==> src/rtl/nmr_pck_pkg.sv <==
// Shared types and constants for the NMR acquisition packetizer.
// Holds the FSM state encoding, the sts field layout and the drop counter helper.
package nmr_pck_pkg;

    typedef enum logic [1:0] {
        ST_IDLE  = 2'd0,
        ST_RUN   = 2'd1,
        ST_DRAIN = 2'd2,
        ST_DONE  = 2'd3
    } pck_state_e;

    localparam int STS_STATE_LSB = 0;
    localparam int STS_STATE_MSB = 1;
    localparam int STS_OVF_BIT   = 2;
    localparam int STS_ABORT_BIT = 3;
    localparam int DROP_CNT_W    = 16;

    function automatic logic [DROP_CNT_W-1:0] sat_inc_drop(input logic [DROP_CNT_W-1:0] v);
        logic [DROP_CNT_W-1:0] r;
        if (v == {DROP_CNT_W{1'b1}}) begin
            r = v;
        end else begin
            r = v + 16'd1;
        end
        return r;
    endfunction

endpackage

==> src/rtl/pck_sync_fifo.sv <==
// Small synchronous FIFO with flop storage and registered full/empty flags.
// A push while full is accepted only when a pop frees a slot in the same cycle.
module pck_sync_fifo #(
    parameter int WIDTH = 33,
    parameter int DEPTH = 4
) (
    input  logic             clk,
    input  logic             rst_pck,
    input  logic             push,
    input  logic [WIDTH-1:0] wdata,
    input  logic             pop,
    output logic [WIDTH-1:0] rdata,
    output logic             full,
    output logic             empty
);
    localparam int AW = $clog2(DEPTH);
    typedef logic [AW-1:0] ptr_t;
    typedef logic [AW:0]   cnt_t;
    localparam ptr_t PTR_ONE  = ptr_t'(1'b1);
    localparam cnt_t CNT_ONE  = cnt_t'(1'b1);
    localparam cnt_t CNT_ZERO = cnt_t'(1'b0);
    localparam cnt_t CNT_FULL = cnt_t'(DEPTH);

    logic [WIDTH-1:0] mem_q [DEPTH];
    logic [WIDTH-1:0] mem_d [DEPTH];
    ptr_t wr_ptr_q, wr_ptr_d, rd_ptr_q, rd_ptr_d;
    cnt_t count_q, count_d;
    logic full_q, full_d, empty_q, empty_d;
    logic wr_en_s, rd_en_s;

    // Next pointers, occupancy and flags
    always_comb begin
        rd_en_s  = pop && !empty_q;
        wr_en_s  = push && (!full_q || rd_en_s);
        mem_d    = mem_q;
        wr_ptr_d = wr_ptr_q;
        rd_ptr_d = rd_ptr_q;
        if (wr_en_s) begin
            mem_d[wr_ptr_q] = wdata;
            wr_ptr_d        = wr_ptr_q + PTR_ONE;
        end else begin
            wr_ptr_d = wr_ptr_q;
        end
        if (rd_en_s) begin
            rd_ptr_d = rd_ptr_q + PTR_ONE;
        end else begin
            rd_ptr_d = rd_ptr_q;
        end
        case ({wr_en_s, rd_en_s})
            2'b10:   count_d = count_q + CNT_ONE;
            2'b01:   count_d = count_q - CNT_ONE;
            default: count_d = count_q;
        endcase
        full_d  = (count_d == CNT_FULL);
        empty_d = (count_d == CNT_ZERO);
    end

    // Control state register
    always_ff @(posedge clk) begin
        if (!rst_pck) begin
            wr_ptr_q <= ptr_t'(1'b0);
            rd_ptr_q <= ptr_t'(1'b0);
            count_q  <= CNT_ZERO;
            full_q   <= 1'b0;
            empty_q  <= 1'b1;
        end else begin
            wr_ptr_q <= wr_ptr_d;
            rd_ptr_q <= rd_ptr_d;
            count_q  <= count_d;
            full_q   <= full_d;
            empty_q  <= empty_d;
        end
    end

    // Storage needs no reset: the empty flag masks stale entries
    always_ff @(posedge clk) begin
        mem_q <= mem_d;
    end

    assign rdata = mem_q[rd_ptr_q];
    assign full  = full_q;
    assign empty = empty_q;

endmodule

==> src/rtl/nmr_acq_packetizer.sv <==
// Turns the free-running ADC sample stream into nb_of_sample AXI4-Stream beats,
// framing a packet with tlast every `size` samples; overflowing samples are dropped.
module nmr_acq_packetizer
    import nmr_pck_pkg::*;
#(
    parameter int DATA_WIDTH = 32,
    parameter int FIFO_DEPTH = 4,
    parameter int CNT_WIDTH  = 32
) (
    input  logic                  clk,
    input  logic                  rst_pck,
    input  logic                  en_acq,
    input  logic [CNT_WIDTH-1:0]  size,
    input  logic [CNT_WIDTH-1:0]  nb_of_sample,
    input  logic [DATA_WIDTH-1:0] s_axis_tdata,
    input  logic                  s_axis_tvalid,
    output logic [DATA_WIDTH-1:0] m_axis_tdata,
    output logic                  m_axis_tvalid,
    input  logic                  m_axis_tready,
    output logic                  m_axis_tlast,
    output logic [CNT_WIDTH-1:0]  sample_cnt,
    output logic [DROP_CNT_W-1:0] drop_cnt,
    output logic                  done,
    output logic [31:0]           sts
);
    typedef logic [CNT_WIDTH-1:0] cnt_t;
    localparam cnt_t CNT_ONE  = cnt_t'(1'b1);
    localparam cnt_t CNT_ZERO = cnt_t'(1'b0);

    pck_state_e state_q, state_d;
    cnt_t size_q, size_d, nb_q, nb_d, sample_cnt_q, sample_cnt_d, pkt_cnt_q, pkt_cnt_d;
    logic [DROP_CNT_W-1:0] drop_cnt_q, drop_cnt_d;
    logic overflow_q, overflow_d, aborted_q, aborted_d, done_q, done_d;

    logic                  fifo_push_s, fifo_pop_s, fifo_full_s, fifo_empty_s;
    logic [DATA_WIDTH:0]   fifo_wdata_s, fifo_rdata_s;
    logic                  accept_s, last_pkt_s, last_tot_s;

    pck_sync_fifo #(.WIDTH(DATA_WIDTH + 1), .DEPTH(FIFO_DEPTH)) u_fifo (
        .clk     (clk),
        .rst_pck (rst_pck),
        .push    (fifo_push_s),
        .wdata   (fifo_wdata_s),
        .pop     (fifo_pop_s),
        .rdata   (fifo_rdata_s),
        .full    (fifo_full_s),
        .empty   (fifo_empty_s)
    );

    // A full FIFO still accepts when the head leaves in the same cycle
    assign fifo_pop_s = m_axis_tvalid && m_axis_tready;
    assign accept_s   = s_axis_tvalid && (!fifo_full_s || fifo_pop_s);
    assign last_pkt_s = (size_q != CNT_ZERO) && ((pkt_cnt_q + CNT_ONE) == size_q);
    assign last_tot_s = (sample_cnt_q + CNT_ONE) == nb_q;

    // State and counter registers
    always_ff @(posedge clk) begin
        if (!rst_pck) begin
            state_q      <= ST_IDLE;
            size_q       <= CNT_ZERO;
            nb_q         <= CNT_ZERO;
            sample_cnt_q <= CNT_ZERO;
            pkt_cnt_q    <= CNT_ZERO;
            drop_cnt_q   <= 16'd0;
            overflow_q   <= 1'b0;
            aborted_q    <= 1'b0;
            done_q       <= 1'b0;
        end else begin
            state_q      <= state_d;
            size_q       <= size_d;
            nb_q         <= nb_d;
            sample_cnt_q <= sample_cnt_d;
            pkt_cnt_q    <= pkt_cnt_d;
            drop_cnt_q   <= drop_cnt_d;
            overflow_q   <= overflow_d;
            aborted_q    <= aborted_d;
            done_q       <= done_d;
        end
    end

    // Next-state logic
    always_comb begin
        state_d = state_q;
        case (state_q)
            ST_IDLE: begin
                if (en_acq) begin
                    state_d = (nb_of_sample == CNT_ZERO) ? ST_DRAIN : ST_RUN;
                end else begin
                    state_d = ST_IDLE;
                end
            end
            ST_RUN: begin
                if (!en_acq) begin
                    state_d = ST_DRAIN;
                end else if (accept_s && last_tot_s) begin
                    state_d = ST_DRAIN;
                end else begin
                    state_d = ST_RUN;
                end
            end
            ST_DRAIN: begin
                if (fifo_empty_s) begin
                    state_d = ST_DONE;
                end else begin
                    state_d = ST_DRAIN;
                end
            end
            ST_DONE: begin
                if (!en_acq) begin
                    state_d = ST_IDLE;
                end else begin
                    state_d = ST_DONE;
                end
            end
            default: state_d = ST_IDLE;
        endcase
    end

    // Run latching, counters, sticky flags and FIFO push
    always_comb begin
        size_d       = size_q;
        nb_d         = nb_q;
        sample_cnt_d = sample_cnt_q;
        pkt_cnt_d    = pkt_cnt_q;
        drop_cnt_d   = drop_cnt_q;
        overflow_d   = overflow_q;
        aborted_d    = aborted_q;
        fifo_push_s  = 1'b0;
        fifo_wdata_s = {(last_pkt_s || last_tot_s), s_axis_tdata};
        done_d       = (state_d == ST_DONE);
        case (state_q)
            ST_IDLE: begin
                if (en_acq) begin
                    size_d       = size;
                    nb_d         = nb_of_sample;
                    sample_cnt_d = CNT_ZERO;
                    pkt_cnt_d    = CNT_ZERO;
                    drop_cnt_d   = 16'd0;
                    overflow_d   = 1'b0;
                    aborted_d    = 1'b0;
                end else begin
                    size_d = size_q;
                end
            end
            ST_RUN: begin
                if (!en_acq) begin
                    aborted_d = 1'b1;
                end else if (accept_s) begin
                    fifo_push_s  = 1'b1;
                    sample_cnt_d = sample_cnt_q + CNT_ONE;
                    pkt_cnt_d    = last_pkt_s ? CNT_ZERO : (pkt_cnt_q + CNT_ONE);
                end else if (s_axis_tvalid) begin
                    drop_cnt_d = sat_inc_drop(drop_cnt_q);
                    overflow_d = 1'b1;
                end else begin
                    fifo_push_s = 1'b0;
                end
            end
            default: fifo_push_s = 1'b0;
        endcase
    end

    // Outputs straight from registers
    always_comb begin
        sts                              = 32'd0;
        sts[STS_STATE_MSB:STS_STATE_LSB] = state_q;
        sts[STS_OVF_BIT]                 = overflow_q;
        sts[STS_ABORT_BIT]               = aborted_q;
        m_axis_tvalid                    = !fifo_empty_s;
        m_axis_tdata                     = fifo_rdata_s[DATA_WIDTH-1:0];
        m_axis_tlast                     = !fifo_empty_s && fifo_rdata_s[DATA_WIDTH];
        sample_cnt                       = sample_cnt_q;
        drop_cnt                         = drop_cnt_q;
        done                             = done_q;
    end

endmodule

==> config.mk <==
export PLATFORM = sky130hd
export DESIGN_NAME = nmr_acq_packetizer
export DESIGN_NICKNAME = d
export VERILOG_FILES = /design/src/rtl/nmr_pck_pkg.sv /design/src/rtl/pck_sync_fifo.sv /design/src/rtl/nmr_acq_packetizer.sv
export SDC_FILE = /design/constraint.sdc
export NUM_CORES = 1
export LEC_CHECK = 0
export BUFFER_PORTS_ARGS = -buffer_cell sky130_fd_sc_hd__buf_2
export CORE_ASPECT_RATIO = 0.6
export CORE_MARGIN = 4
export CORE_UTILIZATION = 27
export CTS_BUF_LIST = sky130_fd_sc_hd__clkbuf_4
export DETAILED_ROUTE_END_ITERATION = 8
export PLACE_DENSITY = 0.52
export SLEW_MARGIN = 0
export SYNTH_ARGS = -nofsm -noshare
export SYNTH_HDL_FRONTEND = slang
export SYNTH_SLANG_ARGS = --single-unit
export TNS_END_PERCENT = 10
==> constraint.sdc <==
create_clock -name clk -period 4.5 [get_ports clk]
set_clock_uncertainty 0.05 [all_clocks]
set_input_delay 0.225 -clock clk [delete_from_list [all_inputs] [get_ports clk]]
set_output_delay 0.225 -clock clk [all_outputs]
set_load 0.05 [all_outputs]
Yosys cells after proc, flatten, opt, wreduce, memory -nomap -nowiden
Index checks and enable logic that the tools add are counted.

storage, ports and cells
  flip-flop bits (word level) = 290
  word-level logic and storage cells = 108

operators by class
  mux-type cells = 38
  reductions and logical operators = 23
  eq/ne operators = 17
  bitwise operators = 2
  add/subtract/negate cells = 7
  $lt $le $gt $ge = 3

operators by type and width
  operator                                        number
  2-to-1 mux 32 bit                               6
  bitwise mux 132 bit                             1
  case mux 32 bit (2 select lines)                2
  2-to-1 mux 33 bit                               3
  2-to-1 mux 16 bit                               5
  binary-select mux 33 bit (select 2 bit)         1
  demux 33 bit (select 2 bit)                     1
  adder 32 x 1 -> 32 bit (second input constant)  2
  equality test 32 bit                            2
  zero test 32 bit                                1
  case mux 16 bit (2 select lines)                1
  nonzero test 32 bit                             1
  adder 16 x 1 -> 16 bit (second input constant)  1
  equality test 16 bit (second input constant)    1
  != test 2 bit (second input constant)           7
  2-to-1 mux 2 bit                                5
  2-to-1 mux 1 bit                                9
  equality test 2 bit (second input constant)     4
  logical AND 1 bit                               8
  case mux 2 bit (4 select lines)                 1
  >= comparator 3 bit (second input constant)     2
  inverter 2 -> 3 bit                             2
  case mux 3 bit (2 select lines)                 1
  AND reduction 6 bit                             1
  16 further kinds                                22

Logic depth before layout (Yosys ltp)
Gate-level depths: netlist of the first run.

  depth in word-level cells = 11
  gate-level depth with buffers = 16
  gate-level depth less buffers = 14

Modules after synthesis
A second synthesis of the first run with hierarchy kept.

second synthesis, totals
  cell total of the unflattened synthesis = 1,407
  area, all modules = 14,370.0 um2

by module, submodules not included
  module              area an instance (um2)  seq. area each (um2)  cells each  times used
  nmr_acq_packetizer  9,002.4                 2,982.9               1,179       1
  pck_sync_fifo       5,367.6                 4,144.0               228         1

Worst setup path before layout of the first run
OpenSTA, ideal clock, no wires.

  path type = register to register
  start point = reg sample_cnt_q[0], in the netlist sample_cnt[0]
  end point = reg u_fifo.mem_q[131] in the netlist's numbering, data pin
  slack = 0.828 ns
  cell stages (with the launch flop) = 10
  arrival = 3.367 ns
  clock period less this slack = 3.672 ns
  data required time = 4.194 ns
  cell sequence = dfxtp_1 ha_1 buf_2 nand3_1 nor4_2 inv_1 a21boi_0 o2111ai_1 or4b_1 o41ai_1

between the ends
  cells in the longest elaborated chain, start to end = 4

ends and longest elaborated chain
  element                 line                       text
  start, declared         nmr_acq_packetizer.sv:31   cnt_t size_q, size_d, nb_q, nb_d, sample_cnt_q, sample_cnt_d, pkt_cnt_q, pkt_cnt_d;
  start signal, assigned  nmr_acq_packetizer.sv:72   sample_cnt_q <= sample_cnt_d;
  adder 32 x 1 -> 32 bit  nmr_acq_packetizer.sv:54   assign last_tot_s = (sample_cnt_q + CNT_ONE) == nb_q;
  equality test 32 bit    nmr_acq_packetizer.sv:54
  logical OR 1 bit        nmr_acq_packetizer.sv:129  fifo_wdata_s = {(last_pkt_s || last_tot_s), s_axis_tdata};
  via fifo_wdata_s[32]    nmr_acq_packetizer.sv:36   logic [DATA_WIDTH:0] fifo_wdata_s, fifo_rdata_s;
  bitwise mux 132 bit     pck_sync_fifo.sv:39        mem_d[wr_ptr_q] = wdata;
  end signal, assigned    pck_sync_fifo.sv:77        mem_q <= mem_d;
  end, declared           pck_sync_fifo.sv:24        logic [WIDTH-1:0] mem_q [DEPTH];

The timed path passes the listed nets, and every way through them passes these cells.
A chain may end at the register's enable or synchronous reset.

Worst setup path in the final report of the first run
  start point = reg sample_cnt_q[3], in the netlist sample_cnt[3]
  end point = reg state_q[1]

between the ends
  cells in the longest elaborated chain, start to end = 6

ends and longest elaborated chain
  element                          line                      text
  adder 32 x 1 -> 32 bit           nmr_acq_packetizer.sv:54
  equality test 32 bit             nmr_acq_packetizer.sv:54
  logical AND 1 bit                nmr_acq_packetizer.sv:95  end else if (accept_s && last_tot_s) begin
  2-to-1 mux 2 bit                 nmr_acq_packetizer.sv:95
  2-to-1 mux 2 bit                 nmr_acq_packetizer.sv:93  if (!en_acq) begin
  case mux 2 bit (4 select lines)  nmr_acq_packetizer.sv:84  case (state_q)
  end signal, assigned             nmr_acq_packetizer.sv:69  state_q <= state_d;
  end, declared                    nmr_acq_packetizer.sv:30  pck_state_e state_q, state_d;

No other way between the ends.

==> run summary, run 1 <==
status -> finished, final reports clean
dominant synthesized flop cell -> dfxtp_1
gr ovfl total -> 0
Hold Crit Depth -> 2
clock latency on the worst-skew pair -> 0.81 ns
gr usage total -> 0.1557
worst-path fanout max -> 12
Synth Cell Area -> 14,120 um^2
worst vdd ir -> 0.0001635 V
register area share after synthesis -> 0.5047
DP Worst Slack -> 0.6620 ns
RSZ-0062 raised after global routing -> false
Mapped Cells -> 1,420
growth of design area from synthesis to finish -> 24.88%
pin count of the biggest net entering global routing -> 76
TNS Setup -> 0 ns
DIE HEIGHT -> 185.1 um
Layout Cells excl Fill -> 2,468
DIE AREA -> 56,140 um^2
Routed WL -> 44,070 um
antenna violations before repair -> 1
fillcell total -> 5,288
Sink Count -> 290
I/O Buffers -> 187
global-route wire length before repair -> 67,520 um
Worst slew margin -> 0.1756
Post-synth EDFFs -> 132
Reg clk slew, reported paths -> 0.08 ns
Root Buffer -> clkbuf_4
Fin. Hold Viols -> 0
syn avg cell area -> 9.944 um^2
Routed Antenna Nets -> 0
ys async rst share -> 0
crit path kind -> reg -> reg
die width -> 303.2 um
Unique masters post-synth -> 74
Worst R2R Start -> sample_cnt[3]
Top Ports -> 216
CTS tree -> done
CP required -> 5.21 ns
1st-pass router iterations -> 5
1st-iter DRT viols -> 878
commonest non-fill, non-tap cells in the layout -> nand2_1, buf_2, dfxtp_1
WL/cell -> 17.86 um
Vias -> 12,000
Max-cap violations -> 0
clock buffer depth -> 3
min Tclk post-route -> 4.180 ns
commonest non-fill, non-tap cell in the layout -> nand2_1
routability-driven placement congestion ratio -> 0.9014
Post-route DRC -> 0
worst hold path class -> in -> reg
H-tree lvl count -> 3
Pwr Density -> 341.9 nW/um^2
startpoint class of the critical path -> flop
starting density of the core -> 0.2751
Std-Cell Rows -> 64
vias in the first global route -> 11,580
Inst Count DP -> 2,222
endpoint type of the worst setup path -> flop
Post-CTS Setup Bufs -> 0
Worst Min Path Start -> s_axis_tdata[30]
reg-to-reg slack, setup -> 0.32 ns
core area -> 51,330 um^2
hold endpoint -> u_fifo.mem_q[30]
via/cell ratio -> 4.863
Nets -> 1,826
CTS buffer count -> 79
Pwr Total -> 6.028 mW
maximum clock frequency -> 239.2 MHz
Worst Slack Setup Final -> 0.3198 ns
worst-margin pin slew -> 1.232 ns
layout cells sized above 1 -> 0.2195
final design utilization -> 0.3436
reg2reg path depth -> 10
Synth Warn # -> 0
Pins Over Slew Limit -> 0
Lkg Pwr -> 6.468 nW
FF-to-FF End -> state_q[1]
Worst EP arrival -> 4.89 ns
period utilization -> 0.9289
final number of setup-violating endpoints -> 0
Yosys reg bits -> 290
post-DP HPWL -> 29,800 um
## flip-flops by register name (all words and copies together) (netlist names)
| name | count |
|---|---|
| aborted_q | 1 |
| done | 1 |
| drop_cnt | 16 |
| nb_q | 32 |
| overflow_q | 1 |
| pkt_cnt_q | 32 |
| sample_cnt | 32 |
| size_q | 32 |
| state_q | 2 |
| u_fifo.count_q | 3 |
| u_fifo.empty | 1 |
| u_fifo.full | 1 |
| u_fifo.mem_q | 132 |
| u_fifo.rd_ptr_q | 2 |
| u_fifo.wr_ptr_q | 2 |
## repair_timing
| item | in CTS | in global routing |
|---|---|---|
| hold endpoints to repair | 231 | 0 |
| hold buffers | 106 | 0 |
| resized for setup | 0 | 2 |
| endpoints found under the setup margin | 0 | 1 |
## worst max-delay path by stage
stage | startpoint | to | slack (ns) | cells past startpoint
2_1_floorplan | sample_cnt[0] | u_fifo.mem_q[131] | 0.83 | 9
3_3_place_gp | pkt_cnt_q[0] | u_fifo.mem_q[131] | 0.72 | 11
3_5_place_dp | sample_cnt[3] | state_q[0] | 0.66 | 9
4_1_cts | sample_cnt[3] | state_q[1] | 0.27 | 10
5_1_grt | sample_cnt[0] | state_q[1] | 0.04 | 11
6_report | sample_cnt[3] | state_q[1] | 0.32 | 10
## where the power goes
| part | switching (mW) | internal (mW) | leakage, nW |
|---|---|---|---|
| Clock | 1.19 | 1.20 | 0.584 |
| Sequential | 0.0710 | 2.81 | 2.47 |
| Combinational | 0.474 | 0.279 | 3.42 |
| Total | 1.74 | 4.29 | 6.47 |
## cell usage after synthesis, types with 11 or more instances
cell | number | area (um^2)
a21boi_0 | 14 | 105.1
a21o_1 | 18 | 135.1
a21oi_1 | 106 | 530.5
and2_1 | 12 | 75.07
and3_1 | 15 | 93.84
buf_2 | 14 | 70.07
buf_4 | 33 | 247.7
clkbuf_1 | 66 | 247.7
dfxtp_1 | 158 | 3163
edfxtp_1 | 132 | 3964
inv_1 | 19 | 71.32
mux4_2 | 33 | 743.2
nand2_1 | 214 | 803.3
nand3_1 | 44 | 220.2
nand4_1 | 38 | 237.7
nor2_1 | 80 | 300.3
nor2b_1 | 19 | 118.9
nor3_1 | 34 | 170.2
nor4_1 | 46 | 287.8
o21ai_0 | 44 | 220.2
o21ai_1 | 11 | 55.05
or3_1 | 16 | 100.1
xnor2_1 | 67 | 586.8
xor2_1 | 44 | 385.4
## routing by layer
layer  vias up  GRT usage  wire, um
li1       5744          -         -
met1      5773     0.2327     21990
met2       405     0.2134     17550
met3        79    0.04627      3636
met4         0    0.04746       894
met5         -          0         0
## through the flow
stage / hold WS [ns] / instance area (um^2)
after floorplan: 0.2739 / 14220
after global placement: 0.3916 / 15570
after detailed placement: 0.3962 / 15570
after CTS: 0.03385 / 17610
after global routing: 0.07432 / 17630
final: 0.1335 / 17630
## critical path, cell delays in order, from the launching register on
cell	delay (ns)
dfxtp_1	0.52
nand4_1	0.59
nor4_2	0.64
nand3b_1	0.21
nor4_1	0.58
xnor2_1	0.16
or3_1	0.33
o31ai_1	0.30
nor2_1	0.07
nor2_1	0.10
dlygate4sd3_1	0.56
## cells by family after synthesis
kind of cell             after synthesis  share of synthesized area
AND/OR/NAND/NOR                      574                     0.2028
flip-flops                           290                     0.5047
AO/OA/AOI/OAI                        255                     0.1093
buffers and inverters                141                    0.04856
XOR/XNOR                             111                    0.06885
multiplexers                          39                    0.05706
adder cells (fa/ha/maj)                9                   0.008506
other                                  1                  0.0002656
## cell type report
type	instances	area, um^2	area share
timing repair buffer	310	2137	0.1212
antenna	3	7.507	0.0004257
sequential	290	7129	0.4043
clock inverter	19	98.84	0.005605
tap	693	867.1	0.04917
clock buffer	118	885.9	0.05023
multi-input combinational	1016	6437	0.3650
inverter	19	71.32	0.004044
Power figures use the tool's default switching activity.
==> run 2: changes to the inputs <==
PLACE_DENSITY = 0.46   (was 0.52)
==> run summary, run 2 (synthesized netlist as in run 1, its figures left out) <==
status -> finished, final reports clean
RSZ-0062 raised after global routing -> false
reg-to-reg slack, setup -> 0.47 ns
1st-iter DRT viols -> 859
Int Power -> 4.317 mW
Net Sw Frac -> 0.2893
CP required -> 5.08 ns
DIE HEIGHT -> 185.1 um
Routed Antenna Nets -> 0
1st-pass router iterations -> 5
gr usage total -> 0.1607
Fin. Hold Viols -> 0
Std-Cell Rows -> 64
Sink Count -> 290
Reg power frac -> 0.474
Sw Pwr -> 1.757 mW
Hold Crit Depth -> 2
TNS Setup -> 0 ns
period utilization -> 0.8949
CTS tree -> done
Post-CTS Setup Bufs -> 0
reg2reg path depth -> 11
CTS buffer count -> 79
antenna violations before repair -> 1
Reg clk slew, reported paths -> 0.07 ns
pin count of the biggest net entering global routing -> 68
core area -> 51,330 um^2
worst vdd ir -> 0.0001386 V
maximum clock frequency -> 248.3 MHz
layout cells sized above 1 -> 0.2214
worst-margin pin slew -> 1.117 ns
worst hold path class -> in -> reg
Worst Min Path Start -> s_axis_tdata[8]
Lkg Pwr -> 6.534 nW
Post-route DRC -> 0
DIE AREA -> 56,140 um^2
Vias -> 11,970
growth of design area from synthesis to finish -> 25.45%
I/O Buffers -> 187
Pwr Density -> 342.9 nW/um^2
Worst slew margin -> 0.2359
vias in the first global route -> 11,400
clock buffer depth -> 3
gr ovfl total -> 0
Cell Area, Placed -> 15,630 um^2
FF-to-FF End -> pkt_cnt_q[10]
post-DP HPWL -> 32,340 um
Top Ports -> 216
starting density of the core -> 0.2751
Worst R2R Start -> pkt_cnt_q[0]
Resize count post-CTS -> 0
cts hold-fix bufs -> 105
H-tree lvl count -> 3
fillcell total -> 5,272
commonest non-fill, non-tap cell in the layout -> nand2_1
hold endpoint -> u_fifo.mem_q[41]
Worst EP arrival -> 4.61 ns
clock share of power -> 0.402
Post-Layout Inst Area -> 17,710 um^2
Pins Over Slew Limit -> 0
Root Buffer -> clkbuf_4
endpoint type of the worst setup path -> flop
commonest non-fill, non-tap cells in the layout -> nand2_1, buf_2, dfxtp_1
worst-path fanout max -> 27
startpoint class of the critical path -> flop
Max-cap violations -> 0
Routed WL -> 45,780 um
final number of setup-violating endpoints -> 0
global-route wire length before repair -> 69,000 um
largest reg by FF count -> u_fifo.mem_q
Hold Slack -> 0.1704 ns
min Tclk post-route -> 4.027 ns
routability-driven placement congestion ratio -> 0.9178
clock latency on the worst-skew pair -> 0.76 ns
WL/cell -> 18.43 um
via/cell ratio -> 4.820
Nets -> 1,836
Largest register FFs -> 132
Comb pwr share -> 0.125
die width -> 303.2 um
crit path kind -> reg -> reg
[run 2: worst max path at each step]
stage,start,to,slack [ns],depth (start not counted)
2_1_floorplan,sample_cnt[0],u_fifo.mem_q[131],0.83,9
4_1_cts,pkt_cnt_q[0],pkt_cnt_q[10],0.54,11
5_1_grt,pkt_cnt_q[0],pkt_cnt_q[10],0.23,11
3_3_place_gp,pkt_cnt_q[0],pkt_cnt_q[10],0.64,11
6_report,pkt_cnt_q[0],pkt_cnt_q[10],0.47,11
3_5_place_dp,pkt_cnt_q[0],pkt_cnt_q[10],0.58,11
[run 2: layout make-up]
type	instances	area [um^2]	area share
Clock buffer	119	893.4	0.05043
Antenna cell	2	5.005	0.0002825
Multi-Input combinational cell	1016	6420	0.3624
Sequential cell	290	7128	0.4024
Inverter	19	71.32	0.004026
Clock inverter	25	132.6	0.007487
Timing Repair Buffer	320	2197	0.1240
Tap cell	693	867.1	0.04895
[run 2: power by group through the flow]
stage          logic, mW  registers, mW  clock network [mW]
2_1_floorplan      0.488           2.91                   0
3_3_place_gp       0.682           2.93                   0
3_5_place_dp       0.685           2.94                   0
4_1_cts            0.762           2.88                2.56
5_1_grt            0.825           2.88                2.71
6_report           0.758           2.88                2.44
[run 2: stage by stage]
stage / setup WS (ns) / util / total power [mW] / std cells
6_report: 0.4730 / 0.3451 / 6.074 / 2484
5_1_grt: 0.2337 / 0.3451 / 6.417 / 2484
4_1_cts: 0.5413 / 0.3450 / 6.200 / 2482
3_5_place_dp: 0.5771 / 0.3046 / 3.620 / 2233
3_3_place_gp: 0.6368 / 0.3046 / 3.616 / 2233
2_1_floorplan: 0.8280 / - / 3.397 / 1447
[run 2: layer usage]
layer | vias to the layer above | track usage | share of wire
met3 | 66 | 0.04135 | 0.068
met4 | 0 | 0.04519 | 0.021
met2 | 392 | 0.2143 | 0.39
met1 | 5758 | 0.2506 | 0.52
li1 | 5758 | - | -
met5 | - | 0 | 0
[run 2: worst max-delay path, cell delays in order, from the launching register on]
cell	delay, ns
dfxtp_1	0.46
ha_1	0.30
and3_1	0.36
a21boi_0	0.18
a2111oi_0	0.73
nand4b_1	0.17
a211oi_1	0.19
or4b_4	0.51
o211ai_2	0.24
buf_4	0.34
o21ai_1	0.11
mux2_2	0.26
